<file path="src/rtl/ecc_pkg.sv">
// Shared SECDED helpers: check-bit count derivation and Hamming position map.
// All functions are constant-evaluable so they can size ports and drive generate loops.
package ecc_pkg;

  localparam int unsigned MaxCodeW = 64;

  function automatic bit is_pow2(input int unsigned x);
    return (x != 0) && ((x & (x - 1)) == 0);
  endfunction

  // Smallest p with 2^p >= data_w + p + 1.
  function automatic int unsigned calc_p(input int unsigned data_w);
    int unsigned p = 1;
    for (int unsigned i = 0; i < 8; i++) begin
      if ((32'd1 << p) < data_w + p + 1) p++;
    end
    return p;
  endfunction

  function automatic int unsigned code_w(input int unsigned data_w);
    return data_w + calc_p(data_w) + 1;
  endfunction

  // Data-bit number carried at a non-power-of-two Hamming position.
  function automatic int unsigned data_index(input int unsigned pos);
    int unsigned n = 0;
    for (int unsigned q = 1; q < 128; q++) begin
      if (q < pos && !is_pow2(q)) n++;
    end
    return n;
  endfunction

  // Positions 1..cw-1 whose index has bit k set.
  function automatic logic [MaxCodeW-1:0] check_mask(input int unsigned k, input int unsigned cw);
    logic [MaxCodeW-1:0] m = '0;
    for (int unsigned p = 1; p < MaxCodeW; p++) begin
      if (p < cw && ((p >> k) & 1) != 0) m = m | (MaxCodeW'(1) << p);
    end
    return m;
  endfunction

endpackage

</file>
<file path="src/rtl/ecc_secded_pipe_if.sv">
// Streaming request/response bundle for the SECDED pipe.
// master drives beats in and accepts results; slave is the pipe itself.
interface ecc_secded_pipe_if #(
  parameter int unsigned DATA_W = 8
);
  localparam int unsigned CODE_W = ecc_pkg::code_w(DATA_W);

  logic              mode;
  logic              in_valid;
  logic              in_ready;
  logic [CODE_W-1:0] in_data;
  logic              out_valid;
  logic              out_ready;
  logic [CODE_W-1:0] out_data;
  logic              out_err_single;
  logic              out_err_double;

  modport master (
    output mode, in_valid, in_data, out_ready,
    input  in_ready, out_valid, out_data, out_err_single, out_err_double
  );

  modport slave (
    input  mode, in_valid, in_data, out_ready,
    output in_ready, out_valid, out_data, out_err_single, out_err_double
  );

endinterface

</file>
<file path="src/rtl/ecc_syndrome.sv">
// Combinational Hamming syndrome plus overall parity of a codeword.
// Check positions are zero during encode, so the same syndrome yields the check bits.
module ecc_syndrome
  import ecc_pkg::*;
#(
  parameter int unsigned CODE_W = 13,
  parameter int unsigned P      = 4
) (
  input  logic [CODE_W-1:0] word,
  output logic [P-1:0]      syndrome,
  output logic              parity
);

  for (genvar k = 0; k < P; k++) begin : g_chk
    localparam logic [MaxCodeW-1:0] Mask = check_mask(k, CODE_W);
    assign syndrome[k] = ^(word & Mask[CODE_W-1:0]);
  end

  assign parity = ^word;

endmodule

</file>
<file path="src/rtl/ecc_secded_pipe.sv">
// Two-stage SECDED encode/decode pipeline with a saturating error counter.
// Stage 1 holds the raw beat, stage 2 the computed result; one shared syndrome unit.
module ecc_secded_pipe
  import ecc_pkg::*;
#(
  parameter int unsigned DATA_W = 8,
  parameter int unsigned CNT_W  = 8
) (
  input  logic                clk,
  input  logic                reset,
  ecc_secded_pipe_if.slave    bus,
  input  logic                clr_count,
  output logic [CNT_W-1:0]    err_count
);

  localparam int unsigned P      = calc_p(DATA_W);
  localparam int unsigned CODE_W = code_w(DATA_W);

  logic              s1_valid_q, s1_mode_q;
  logic [CODE_W-1:0] s1_data_q;
  logic              s2_valid_q, s2_single_q, s2_double_q;
  logic [CODE_W-1:0] s2_data_q;
  logic [CNT_W-1:0]  err_count_q;

  logic              advance, s1_load, out_fire;
  logic [CODE_W-1:0] placed, enc_word, syn_in, hit, fixed_word;
  logic [DATA_W-1:0] dec_data;
  logic [P-1:0]      syn;
  logic              par, in_range, dec_single, dec_double;
  logic [CODE_W-1:0] res_data;
  logic              res_single, res_double;

  // Global stall: everything moves only when stage 2 can hand off.
  assign advance     = !s2_valid_q || bus.out_ready;
  assign s1_load     = advance || !s1_valid_q;
  assign bus.in_ready = s1_load;

  assign syn_in = s1_mode_q ? s1_data_q : placed;

  ecc_syndrome #(
    .CODE_W (CODE_W),
    .P      (P)
  ) u_syndrome (
    .word     (syn_in),
    .syndrome (syn),
    .parity   (par)
  );

  assign placed[0]   = 1'b0;
  assign enc_word[0] = par ^ (^syn);

  for (genvar pos = 1; pos < CODE_W; pos++) begin : g_pos
    if (is_pow2(pos)) begin : g_check
      assign placed[pos]   = 1'b0;
      assign enc_word[pos] = syn[$clog2(pos)];
    end else begin : g_data
      assign placed[pos]                  = s1_data_q[data_index(pos)];
      assign enc_word[pos]                = placed[pos];
      assign dec_data[data_index(pos)]    = fixed_word[pos];
    end
  end

  // hit[i] marks the position named by the syndrome; no bit set means S is out of range.
  for (genvar pos = 0; pos < CODE_W; pos++) begin : g_hit
    localparam logic [P-1:0] PosIdx = P'(pos);
    assign hit[pos] = (syn == PosIdx);
  end

  assign in_range   = |hit;
  assign fixed_word = par ? (s1_data_q ^ hit) : s1_data_q;
  assign dec_single = par && in_range;
  assign dec_double = par ? !in_range : (syn != '0);

  always_comb begin
    res_data   = enc_word;
    res_single = 1'b0;
    res_double = 1'b0;
    if (s1_mode_q) begin
      res_data   = {{(CODE_W - DATA_W){1'b0}}, dec_data};
      res_single = dec_single;
      res_double = dec_double;
    end
  end

  always_ff @(posedge clk) begin
    if (reset) begin
      s1_valid_q <= 1'b0;
      s1_mode_q  <= 1'b0;
      s1_data_q  <= '0;
    end else if (s1_load) begin
      s1_valid_q <= bus.in_valid;
      if (bus.in_valid) begin
        s1_mode_q <= bus.mode;
        s1_data_q <= bus.in_data;
      end
    end
  end

  always_ff @(posedge clk) begin
    if (reset) begin
      s2_valid_q  <= 1'b0;
      s2_data_q   <= '0;
      s2_single_q <= 1'b0;
      s2_double_q <= 1'b0;
    end else if (advance) begin
      s2_valid_q <= s1_valid_q;
      if (s1_valid_q) begin
        s2_data_q   <= res_data;
        s2_single_q <= res_single;
        s2_double_q <= res_double;
      end
    end
  end

  assign out_fire = s2_valid_q && bus.out_ready;

  always_ff @(posedge clk) begin
    if (reset || clr_count) begin
      err_count_q <= '0;
    end else if (out_fire && (s2_single_q || s2_double_q) && (err_count_q != {CNT_W{1'b1}})) begin
      err_count_q <= err_count_q + 1'b1;
    end
  end

  assign bus.out_valid      = s2_valid_q;
  assign bus.out_data       = s2_data_q;
  assign bus.out_err_single = s2_single_q;
  assign bus.out_err_double = s2_double_q;
  assign err_count          = err_count_q;

endmodule

</file>
<file path="src/flat_wrapper.sv">
// flat-port wrapper written by rule: the top's interface ports become plain ports
module ecc_secded_pipe_flat import ecc_pkg::*;
#(
  parameter int unsigned DATA_W = 8,
  parameter int unsigned CNT_W  = 8
)
  (clk, reset, clr_count, err_count, bus_mode, bus_in_valid, bus_in_data, bus_out_ready, bus_in_ready, bus_out_valid, bus_out_data, bus_out_err_single, bus_out_err_double);
  ecc_secded_pipe_if #(.DATA_W(DATA_W)) bus_i ();
  input  logic clk;
  input  logic reset;
  input  logic clr_count;
  output logic [CNT_W-1:0] err_count;
  input wire logic [$bits(bus_i.mode)-1:0] bus_mode;
  input wire logic [$bits(bus_i.in_valid)-1:0] bus_in_valid;
  input wire logic [$bits(bus_i.in_data)-1:0] bus_in_data;
  input wire logic [$bits(bus_i.out_ready)-1:0] bus_out_ready;
  output wire logic [$bits(bus_i.in_ready)-1:0] bus_in_ready;
  output wire logic [$bits(bus_i.out_valid)-1:0] bus_out_valid;
  output wire logic [$bits(bus_i.out_data)-1:0] bus_out_data;
  output wire logic [$bits(bus_i.out_err_single)-1:0] bus_out_err_single;
  output wire logic [$bits(bus_i.out_err_double)-1:0] bus_out_err_double;
  assign bus_i.mode = bus_mode;
  assign bus_i.in_valid = bus_in_valid;
  assign bus_i.in_data = bus_in_data;
  assign bus_i.out_ready = bus_out_ready;
  assign bus_in_ready = bus_i.in_ready;
  assign bus_out_valid = bus_i.out_valid;
  assign bus_out_data = bus_i.out_data;
  assign bus_out_err_single = bus_i.out_err_single;
  assign bus_out_err_double = bus_i.out_err_double;
  ecc_secded_pipe #(.DATA_W(DATA_W), .CNT_W(CNT_W)) u_core (.clk(clk), .reset(reset), .bus(bus_i), .clr_count(clr_count), .err_count(err_count));
endmodule
</file>
<file path="config.mk">
export PLATFORM = sky130hd
export DESIGN_NAME = ecc_secded_pipe_flat
export DESIGN_NICKNAME = d
export VERILOG_FILES = /design/src/rtl/ecc_pkg.sv /design/src/rtl/ecc_secded_pipe_if.sv /design/src/rtl/ecc_syndrome.sv /design/src/rtl/ecc_secded_pipe.sv /design/src/flat_wrapper.sv
export SDC_FILE = /design/constraint.sdc
export NUM_CORES = 1
export LEC_CHECK = 0
export ABC_AREA = 1
export CAP_MARGIN = 5
export CORE_UTILIZATION = 55
export DETAILED_ROUTE_END_ITERATION = 7
export PLACE_DENSITY = 0.87
export SETUP_SLACK_MARGIN = 0.5
export SLEW_MARGIN = 5
export SYNTH_ARGS = -nofsm -noshare
export SYNTH_HDL_FRONTEND = slang
export SYNTH_SLANG_ARGS = --single-unit
</file>
<file path="constraint.sdc">
create_clock -name clk -period 7 [get_ports clk]
set_input_delay 1.4 -clock clk [delete_from_list [all_inputs] [get_ports clk]]
set_output_delay 1.4 -clock clk [all_outputs]
set_load 0.01 [all_outputs]
</file>
==> summary.md <==
| Metric | Value |
|---|---|
| Syn Nets | `396` |
| Maximum clock rate | `0.252 GHz` |
| Vias per inst | `5.34` |
| Leak pwr | `1.30 nW` |
| 1st-pass router iterations | `4` |
| Synth Area per Inst | `6.80 um^2` |
| Total die area | `0.00482 mm^2` |
| Post-DRT Antenna Nets | `0` |
| RSZ-0062 raised after global routing | `false` |
| Overall routing resource usage | `25.5%` |
| Rel. slew slack | `50.8%` |
| Delay-heaviest family, CP | `buffers and inverters` |
| Yosys reg bits | `39` |
| Min Hold Slack | `0.479 ns` |
| Core Region | `0.00435 mm^2` |
| WP data required | `5.60 ns` |
| Final net count | `436` |
| HP Class | `reg -> reg` |
| Final setup skew | `0.00576 ns` |
| Sequential Area | `781 um^2` |
| Status | `complete, no violations` |
| Multi-input gate area | `0.00149 mm^2` |
| CTS Buf Count | `5` |
| Max rail drop VDD | `0.113 mV` |
| CTS tree | `done` |
| DR vias | `2462` |
| GP Congestion | `0.895` |
| Dpl hpwl | `4.43 mm` |
| Grt ovf | `0` |
| N_diodes | `0` |
| Vias in the first global route | `2163` |
| Slew of the pin with the lowest slew margin | `0.736 ns` |
| Synth cell types | `30` |
| Routed len/inst | `12.8 um` |
| Core Rows | `24` |
| FILL cells | `377` |
| Critical path class | `in -> out` |
| Final Setup Violations | `0` |
| Hold buffer count at cts | `0` |
| Post_cts resized | `0` |
| Top cell by count, worst path | `clkdlybuf4s50_1` |
| Share of layout cells above drive strength 1 | `12.0%` |
| Initial antenna violation count | `0` |
| CTS root buf | `clkbuf_8` |
| Minimum clock period | `3.97 ns` |
| # IOs | `44` |
| Commonest non-fill, non-tap cell in the layout | `nand2_1` |
| Worst setup SP type | `primary input` |
| First-pass GRT wire length | `9.89 mm` |
| Cell accounting for the most synthesized area | `dfxtp_1` |
| Starting Density | `57.5%` |
| Crit path capture type | `primary output` |
| Cell area after layout | `0.00300 mm^2` |
| Crit-path cells | `clkdlybuf4s50_1, inv_1, nand3_1, clkdlybuf4s50_1` |
| Worst path slowest cell | `clkdlybuf4s50_1` |
| Largest net degree at the start of global routing | `36` |
| Part of the Yosys area used for sequential elements | `31.2%` |
| Power per Cell Area | `211 mW/mm^2` |
| Die Y-Extent | `69.5 um` |
| I/O Buffers | `43` |
| Iteration-0 DRC count of the detailed router | `183` |
| Max Cap Viol | `0` |
| Remaining DRCs | `0` |
| H-tree levels | `2` |
| Worst-path clk slew | `0.08 ns` |
| Tcrit/Tclk final | `56.7%` |
| Fin. max-slew vios | `0` |
| Dominant cells by area after synthesis | `dfxtp_1 31%, nand2_1 13%, a21oi_1 6.8%` |
| WP data arrival | `2.57 ns` |
| Largest stage delay on the critical path | `0.55 ns` |
| Mapped cell area | `0.00250 mm^2` |
| Most frequent cells in the layout | `85 x nand2_1, 43 x clkdlybuf4s50_1, 39 x dfxtp_1, 35 x inv_1, 34 x a21oi_1` |
| Synth warn | `0` |
| Max Buffers Root-to-Sink | `2` |
| Final Hold Viols | `0` |
| CP bufs+invs | `3` |
| Share of the synthesized area in the top cell type | `31.2%` |
| Setup_tns | `0 ns` |
| Area Growth Syn to Fin | `19.9%` |
| # Post-CTS Setup Buffers | `0` |
| Skew-Pair Late Insertion Delay | `0.29 ns` |
| Die Wd | `69.5 um` |
| Post-Route WL | `5.91 mm` |
| Placed Area | `0.00292 mm^2` |
| Post-Syn Instances | `368` |
| Clock sinks | `39` |
| CP max FO | `3` |
==> stage by stage <==
stage	power (W)	utilization (%)	setup slack, ns	std cells
2_1_floorplan	0.000424	-	4.00	368
3_3_place_gp	0.000478	67.0	3.05	453
3_5_place_dp	0.000484	67.0	3.03	453
4_1_cts	0.000632	68.9	3.03	461
5_1_grt	0.000671	68.9	2.99	461
6_report	0.000632	68.9	3.03	461
==> cells in the mapped netlist (all sizes together) <==
| cell | count |
|---|---|
| dfxtp | 39 |
| xor2 | 9 |
| nand4 | 1 |
| o21bai | 1 |
| clkbuf | 6 |
| a21oi | 36 |
| o41ai | 1 |
| nand3 | 39 |
| ha | 9 |
| or2 | 2 |
| inv | 38 |
| xnor2 | 1 |
| buf | 5 |
| nand2 | 103 |
| o21ai | 38 |
| o211ai | 1 |
| nor2 | 38 |
| a211oi | 1 |
==> state kept, by name (all words and copies together), names as in the netlist <==
signal and cells:
u_core.bus.out_data 13, u_core.bus.out_err_double 1, u_core.bus.out_err_single 1, u_core.bus.out_valid 1, u_core.err_count 8, u_core.s1_data_q 13
u_core.s1_mode_q 1, u_core.s1_valid_q 1
==> final cells by class <==
type / count / area share (%)
Tap cell: 52 / 2.17
Inverter: 38 / 4.75
Multi-Input combinational cell: 280 / 49.6
Clock buffer: 6 / 2.42
Timing Repair Buffer: 44 / 14.6
Clock inverter: 2 / 0.417
Sequential cell: 39 / 26.0
==> cell families (layout without fill, tap and decap cells) <==
logic type,count (synthesis),in the layout,share of synthesized area (%)
DFF,39,39,31.2
buffers and inverters,49,90,9.30
and+or+nand+nor,183,183,34.5
xor gates and xnor gates,10,10,3.50
AOI/OAI and AO/OA,78,78,17.0
adders and majority gates,9,9,4.50
==> worst paths after layout <==
check | from | to | slack (ns) | cells past startpoint
worst max-delay path | bus_out_ready | bus_in_ready | 3.03 | 4
worst min-delay path | u_core.bus.out_data[8]$_SDFFE_PP0P_ | u_core.bus.out_data[8]$_SDFFE_PP0P_ | 0.48 | 2
worst max register to register | u_core.s1_mode_q$_SDFFE_PP0P_ | u_core.bus.out_data[0]$_SDFFE_PP0P_ | 3.99 | 18
worst min register to register | u_core.bus.out_data[8]$_SDFFE_PP0P_ | u_core.bus.out_data[8]$_SDFFE_PP0P_ | 0.48 | 2
==> power by group <==
group	switching (W)	total, W	internal, W
clock network	0.0000793	0.000149	0.0000696
logic	0.000148	0.000236	0.0000880
registers	0.0000115	0.000247	0.000235
total	0.000239	0.000632	0.000393
==> worst register-to-register path, delay by kind of cell (launching register included) <==
kind            cells  cell delay, ns
xor+xnor            2            0.56
compound gates      6            0.65
simple gates        5            0.56
buf+inv             4            0.55
flops               1            0.31
fa+ha+maj           1            0.29
==> routing by layer <==
layer / vias to the layer above / routed length, um / global-route usage (%)
li1: 1268 / - / -
met3: 15 / 282 / 4.94
met4: 0 / 129 / 10.4
met5: - / 0 / 0
met1: 1107 / 2840 / 34.6
met2: 72 / 2660 / 39.8
Power figures use the tool's default switching activity.
